## src/rtl/instruction_fetch_unit_if.sv

```systemverilog
// Bus-0 memory port, execute redirect and decode handshake of the instruction fetch unit.
// The master modport is the fetch unit; the slave modport is the memory/decode/execute side.
interface instruction_fetch_unit_if #(
  parameter int N = 32
);
  logic [N-1:0] mem_addr;
  logic         mem_wr_ena;
  logic [N-1:0] mem_din;
  logic [N-1:0] mem_rdata;
  logic         redirect_valid;
  logic [N-1:0] redirect_pc;
  logic         out_valid;
  logic         out_ready;
  logic [N-1:0] out_instr;
  logic [N-1:0] out_pc;
  logic         out_fault;

  modport master (
    output mem_addr, mem_wr_ena, mem_din,
    input  mem_rdata,
    input  redirect_valid, redirect_pc,
    output out_valid, out_instr, out_pc, out_fault,
    input  out_ready
  );

  modport slave (
    input  mem_addr, mem_wr_ena, mem_din,
    output mem_rdata,
    output redirect_valid, redirect_pc,
    input  out_valid, out_instr, out_pc, out_fault,
    output out_ready
  );
endinterface

```

## src/rtl/instruction_fetch_unit.sv

```systemverilog
// Fetch stage: pc, one-cycle memory latency tracking, 2-entry instruction buffer, redirect flush.
// Optional FETCH_MISALIGN_TRAP_EN: misaligned redirects raise a sticky out_fault instead of being aligned.
module instruction_fetch_unit #(
  parameter int           N        = 32,
  parameter logic [N-1:0] RESET_PC = 32'h4000_0000
) (
  input  logic clk,
  input  logic rstb,
  instruction_fetch_unit_if.master bus
);
  localparam int DEPTH = 2;

  logic [N-1:0] pc_reg;
  logic         inflight_reg;
  logic [N-1:0] inflight_pc_reg;
  logic [1:0]   occ_reg;
  logic         head_reg;
  logic         tail_reg;

  logic [N-1:0] entry_pc    [DEPTH];
  logic [N-1:0] entry_instr [DEPTH];

  logic         redirect;
  logic         pop;
  logic         push;
  logic         issue;
  logic         fault;
  logic [2:0]   demand;
  logic [N-1:0] redirect_target;

  assign redirect = bus.redirect_valid;
  assign pop      = (occ_reg != 2'd0) & bus.out_ready & ~redirect;
  assign push     = inflight_reg & ~redirect;
  // Words already owed to the buffer after this cycle's pop; issuing is safe only below 2.
  assign demand   = {1'b0, occ_reg} + {2'b00, inflight_reg} - {2'b00, pop};
  assign issue    = ~redirect & ~fault & (demand < 3'd2);

`ifdef FETCH_MISALIGN_TRAP_EN
  logic fault_reg;

  assign redirect_target = bus.redirect_pc;

  always_ff @(posedge clk or posedge rstb) begin
    if (rstb) begin
      fault_reg <= 1'b0;
    end else if (redirect) begin
      fault_reg <= |bus.redirect_pc[1:0];
    end
  end

  assign fault = fault_reg;
`else
  assign redirect_target = bus.redirect_pc & {{(N-2){1'b1}}, 2'b00};
  assign fault           = 1'b0;
`endif

  always_ff @(posedge clk or posedge rstb) begin
    if (rstb) begin
      pc_reg          <= RESET_PC;
      inflight_reg    <= 1'b0;
      inflight_pc_reg <= '0;
      occ_reg         <= 2'd0;
      head_reg        <= 1'b0;
      tail_reg        <= 1'b0;
    end else if (redirect) begin
      // The word returning this cycle belongs to the old stream and is dropped.
      pc_reg       <= redirect_target;
      inflight_reg <= 1'b0;
      occ_reg      <= 2'd0;
      head_reg     <= 1'b0;
      tail_reg     <= 1'b0;
    end else begin
      inflight_reg <= issue;
      if (issue) begin
        inflight_pc_reg <= pc_reg;
        pc_reg          <= pc_reg + N'(4);
      end
      if (push) begin
        tail_reg <= ~tail_reg;
      end
      if (pop) begin
        head_reg <= ~head_reg;
      end
      occ_reg <= occ_reg + {1'b0, push} - {1'b0, pop};
    end
  end

  for (genvar gi = 0; gi < DEPTH; gi++) begin : g_entry
    logic [N-1:0] pc_q;
    logic [N-1:0] instr_q;

    always_ff @(posedge clk or posedge rstb) begin
      if (rstb) begin
        pc_q    <= '0;
        instr_q <= '0;
      end else if (push && (tail_reg == 1'(gi))) begin
        pc_q    <= inflight_pc_reg;
        instr_q <= bus.mem_rdata;
      end
    end

    assign entry_pc[gi]    = pc_q;
    assign entry_instr[gi] = instr_q;
  end

  assign bus.mem_addr   = pc_reg;
  assign bus.mem_wr_ena = 1'b0;
  assign bus.mem_din    = '0;

  assign bus.out_valid = (occ_reg != 2'd0) & ~redirect;
  assign bus.out_instr = entry_instr[head_reg];
  assign bus.out_pc    = entry_pc[head_reg];
  assign bus.out_fault = fault;
endmodule

```

## src/flat_wrapper.sv

```systemverilog
// flat-port wrapper written by rule: the top's interface ports become plain ports
module instruction_fetch_unit_flat 
#(
  parameter int           N        = 32,
  parameter logic [N-1:0] RESET_PC = 32'h4000_0000
)
  (clk, rstb, bus_mem_addr, bus_mem_wr_ena, bus_mem_din, bus_mem_rdata, bus_redirect_valid, bus_redirect_pc, bus_out_valid, bus_out_instr, bus_out_pc, bus_out_fault, bus_out_ready);
  instruction_fetch_unit_if #(.N(N)) bus_i ();
  input  logic clk;
  input  logic rstb;
  output wire logic [$bits(bus_i.mem_addr)-1:0] bus_mem_addr;
  output wire logic [$bits(bus_i.mem_wr_ena)-1:0] bus_mem_wr_ena;
  output wire logic [$bits(bus_i.mem_din)-1:0] bus_mem_din;
  input wire logic [$bits(bus_i.mem_rdata)-1:0] bus_mem_rdata;
  input wire logic [$bits(bus_i.redirect_valid)-1:0] bus_redirect_valid;
  input wire logic [$bits(bus_i.redirect_pc)-1:0] bus_redirect_pc;
  output wire logic [$bits(bus_i.out_valid)-1:0] bus_out_valid;
  output wire logic [$bits(bus_i.out_instr)-1:0] bus_out_instr;
  output wire logic [$bits(bus_i.out_pc)-1:0] bus_out_pc;
  output wire logic [$bits(bus_i.out_fault)-1:0] bus_out_fault;
  input wire logic [$bits(bus_i.out_ready)-1:0] bus_out_ready;
  assign bus_mem_addr = bus_i.mem_addr;
  assign bus_mem_wr_ena = bus_i.mem_wr_ena;
  assign bus_mem_din = bus_i.mem_din;
  assign bus_i.mem_rdata = bus_mem_rdata;
  assign bus_i.redirect_valid = bus_redirect_valid;
  assign bus_i.redirect_pc = bus_redirect_pc;
  assign bus_out_valid = bus_i.out_valid;
  assign bus_out_instr = bus_i.out_instr;
  assign bus_out_pc = bus_i.out_pc;
  assign bus_out_fault = bus_i.out_fault;
  assign bus_i.out_ready = bus_out_ready;
  instruction_fetch_unit #(.N(N), .RESET_PC(RESET_PC)) u_core (.clk(clk), .rstb(rstb), .bus(bus_i));
endmodule
```

## config.mk

```make
export PLATFORM = sky130hd
export DESIGN_NAME = instruction_fetch_unit_flat
export DESIGN_NICKNAME = d
export VERILOG_FILES = /design/src/rtl/instruction_fetch_unit_if.sv /design/src/rtl/instruction_fetch_unit.sv /design/src/flat_wrapper.sv
export SDC_FILE = /design/constraint.sdc
export NUM_CORES = 1
export LEC_CHECK = 0
export BUFFER_PORTS_ARGS = -buffer_cell sky130_fd_sc_hd__buf_2
export CAP_MARGIN = 20
export CORE_ASPECT_RATIO = 0.8
export CORE_MARGIN = 2
export CORE_UTILIZATION = 45
export DETAILED_ROUTE_END_ITERATION = 10
export PLACE_DENSITY = 0.71
export SYNTH_ARGS = -nofsm -noshare
export SYNTH_HDL_FRONTEND = slang
export SYNTH_SLANG_ARGS = --single-unit
```

## constraint.sdc

```tcl
create_clock -name clk -period 5.12 [get_ports clk]
set_input_delay 0 -clock clk [delete_from_list [all_inputs] [get_ports clk]]
set_output_delay 0 -clock clk [all_outputs]
set_load 0.02 [all_outputs]
```

==> metrics.md <==
| Metric | Value |
|---|---|
| Count of cell types in the netlist | 41 |
| Antenna viol nets, final | 0 |
| Initial antenna violation count | 1 |
| Req. time, crit path | 5440 ps |
| Top Registers | u_core.g_entry.instr_q (64), u_core.g_entry.pc_q (60) |
| # clock sinks | 189 |
| Worst path cell trace | nor2_1 > nor2_1 > and2_1 > ha_1 > nand2b_1 > fa_1 > xnor2_1 > buf_4 > nand2_1 > nor2_4 > mux2_2 |
| Mux share of post-synthesis cell area | 27.91% |
| Power Dens Cells | 619.7 mW/mm^2 |
| Die height | 128.7 um |
| Wire length on met1 | 9.009 mm |
| CTS Buf Count | 17 |
| # H-tree levels | 4 |
| Hold/Removal Path Class | input port to flop |
| DRC viols | 0 |
| Maximum vdd drop | 286.9 uV |
| Fin nets | 952 |
| P&R area growth vs syn | 25.31% |
| Clock transition at path regs | 70 ps |
| Design Power | 6796 uW |
| Post-CTS Setup Repair Bufs | 0 |
| Total negative slack | 0 ps |
| Core area | 0.01903 mm^2 |
| Clock buffer depth | 2 |
| Fin crit share | 67.66% |
| Sequential area share after synthesis | 54.06% |
| Mapped cell area | 0.008751 mm^2 |
| Syn Inst Count | 666 |
| GPL Wtd Cong | 0.7646 |
| Ys flop type | dfrtp_1 |
| Non-Filler Instances | 1151 |
| GRT overflow | 0 |
| Post-synth ARST share | 100.0% |
| Per-cell routed wire length | 16.90 um |
| Total GRT Usage | 19.40% |
| Top cell type's share of synthesized area | 53.76% |
| CP peak stage delay | 790 ps |
| Largest cells by area after synthesis | dfrtp_1 (54%), mux2_2 (28%), buf_4 (3.3%) |
| CP Buf/Inv Count | 1 |
| Mean post-synth cell area | 13.14 um^2 |
| Largest family of logic cells by synthesized area | multiplexers |
| Vias in the first global route | 5967 |
| Clock latency on the worst-skew pair | 430 ps |
| Worst Tran Pin Value | 1018 ps |
| Lkg Pwr | 0.004847 uW |
| Post-synth EDFFs | 0 |
| CP Launch Type | flop |
| Post-DP Area | 0.009651 mm^2 |
| Psw | 2407 uW |
| Crit path DAT | 3780 ps |
| Simple-gate portion of the synthesized area | 6.763% |
| Critical Path Sink Type | flop |
| Top sig layer | met4 |
| Fin Clk Skew | 8.422 ps |
| First-pass GRT wire length | 31.24 mm |
| Pint | 4389 uW |
| Pin count of the biggest net entering global routing | 190 |
| Placed insts | 1053 |
| Synth Area in XOR/XNOR | 1.401% |
| Root Buffer | clkbuf_16 |
| Final Setup Violations | 0 |
| I/O pin cnt | 199 |
| Finished layout cell area | 0.01097 mm^2 |
| Post-CTS Hold Buffers | 64 |
| Met3 wire length | 935 um |
| Post-CTS sizing | 0 |
| Adder-cell share of the synthesized area | 0.8007% |
| Die X | 159.9 um |
| CP delay by family, top | simple AND/OR/NAND/NOR gates |
| Routed wl met2 | 9.215 mm |
| PortBufs | 158 |
| Cell mode on critical path | nor2_1 |
| Max_slew headroom | 32.11% |
| Ratio of cells with drive above 1 in the final layout | 47.31% |
| Pins over their slew limit | 0 |
| Biggest register | u_core.g_entry.instr_q |
| DRT iter0 DRCs | 286 |
| Vias | 5900 |
| Die area | 0.02059 mm^2 |
| Hpwl dp | 11.52 mm |
| Fill cells | 1615 |
| Yosys reg bits | 189 |
| F_max | 288.7 MHz |
| Drt via density | 5.126 |
| Max Cap Viol | 0 |
| Critical path's slowest cell | nor2_4 |
| Synth Area in Compound Gates | 3.717% |
| Drt total wl | 19.45 mm |
| Synth warnings | 0 |
| Max reg flops | 64 |
| Kind of critical path | flop to flop |
| Clock power frac | 21.5% |
| Comb pwr share | 39.5% |
| Min Tclk post-route | 3464 ps |
| Sw Ratio | 35.41% |
| Row count | 45 |
| Starting density of the core | 45.98% |
| CTS tree | yes |
| Final hold violation count | 0 |
| RSZ-0062 raised after global routing | false |
| Status | completed |
| Drt pass-1 iters | 4 |
| WHS | 106.2 ps |
| Largest fanout on the critical path | 31 |
| Reg power frac | 39.0% |
| Post-synth top area cell | dfrtp_1 |
[layout by cell type (no fill, tap or decap), types with 7 or more instances in the layout]
cell type	n
mux2_2	216
or4_1	17
dlygate4sd3_1	64
clkbuf_16	17
buf_2	158
nand2_1	21
conb_1	38
xnor2_1	7
nand4_1	9
o31ai_1	15
a31oi_1	19
dfrtp_1	187
xor2_1	7
nand3_1	11
nor2_1	26
o21ai_0	12
inv_1	8
[cells by family after synthesis]
logic type | Yosys count
AO/OA/AOI/OAI | 50
adder cells (fa/ha/maj) | 5
other | 1
multiplexers | 217
XOR/XNOR | 14
AND/OR/NAND/NOR | 110
buffers and inverters | 80
flip-flops | 189
[routing by layer]
| metal | vias to the layer above | GRT usage (%) |
|---|---|---|
| met5 | - | 0 |
| met4 | 0 | 6.147 |
| met3 | 25 | 4.417 |
| met2 | 142 | 31.27 |
| met1 | 2964 | 26.44 |
| li1 | 2769 | - |
[path summary, 6_finish.rpt]
path | slack (ps) | endpoint | start | cells past startpoint
worst min-delay path | 110 | u_core.occ_reg[1] | bus_redirect_valid | 3
worst max-delay path | 1660 | u_core.inflight_pc_reg[24] | u_core.occ_reg[1] | 11
min in group asynchronous | 400 | u_core.g_entry[0].pc_q[15] | rstb | 4
worst max register to register | 1660 | u_core.inflight_pc_reg[24] | u_core.occ_reg[1] | 11
worst min register to register | 500 | u_core.g_entry[0].instr_q[2] | u_core.g_entry[0].instr_q[2] | 1
max in group asynchronous | 3940 | u_core.head_reg | rstb | 4
[through the flow]
stage / setup slack [ps] / utilization (%)
finish: 1656 / 57.62
floorplan: 1775 / -
CTS: 1627 / 57.46
global placement: 1687 / 50.71
detailed placement: 1638 / 50.71
global route: 1421 / 57.62
[layout make-up]
cell class	instances	area [um^2]	share of cell area [%]
Antenna cell	1	2.502	0.02282
Clock buffer	18	439.2	4.005
Clock inverter	14	205.2	1.871
Inverter	9	37.54	0.3423
Multi-Input combinational cell	434	3715	33.88
Sequential cell	189	4735	43.18
Tap cell	258	322.8	2.944
Timing Repair Buffer	228	1509	13.76
[cell usage after synthesis (2+ instances only)]
cell      count
nor3_1        3
a31oi_1      19
inv_1         9
nand2b_1      2
and2_1        4
xnor2_1       7
nor2_1       27
nand3_1      11
ha_1          4
or3_1         3
buf_1         5
nand4_1       9
dfrtp_1     188
clkbuf_1     21
o31ai_1      15
buf_4        39
buf_2         4
xor2_1        7
or4_1        17
mux2_2      216
and4_1        4
nand2_1      22
o21ai_0      12
[worst min-delay path: stages]
cell and delay [ps]:
buf_2 120, buf_4 240, nor2_1 130
[power groups by stage]
stage | clock network (uW) | logic [uW] | registers [uW]
final | 1460 | 2690 | 2650
after global routing | 1560 | 2900 | 2750
after CTS | 1490 | 2710 | 2650
after detailed placement | 0 | 2660 | 2670
after global placement | 0 | 2620 | 2640
after floorplan | 0 | 2090 | 2490
(Power assumes the default switching activity.)
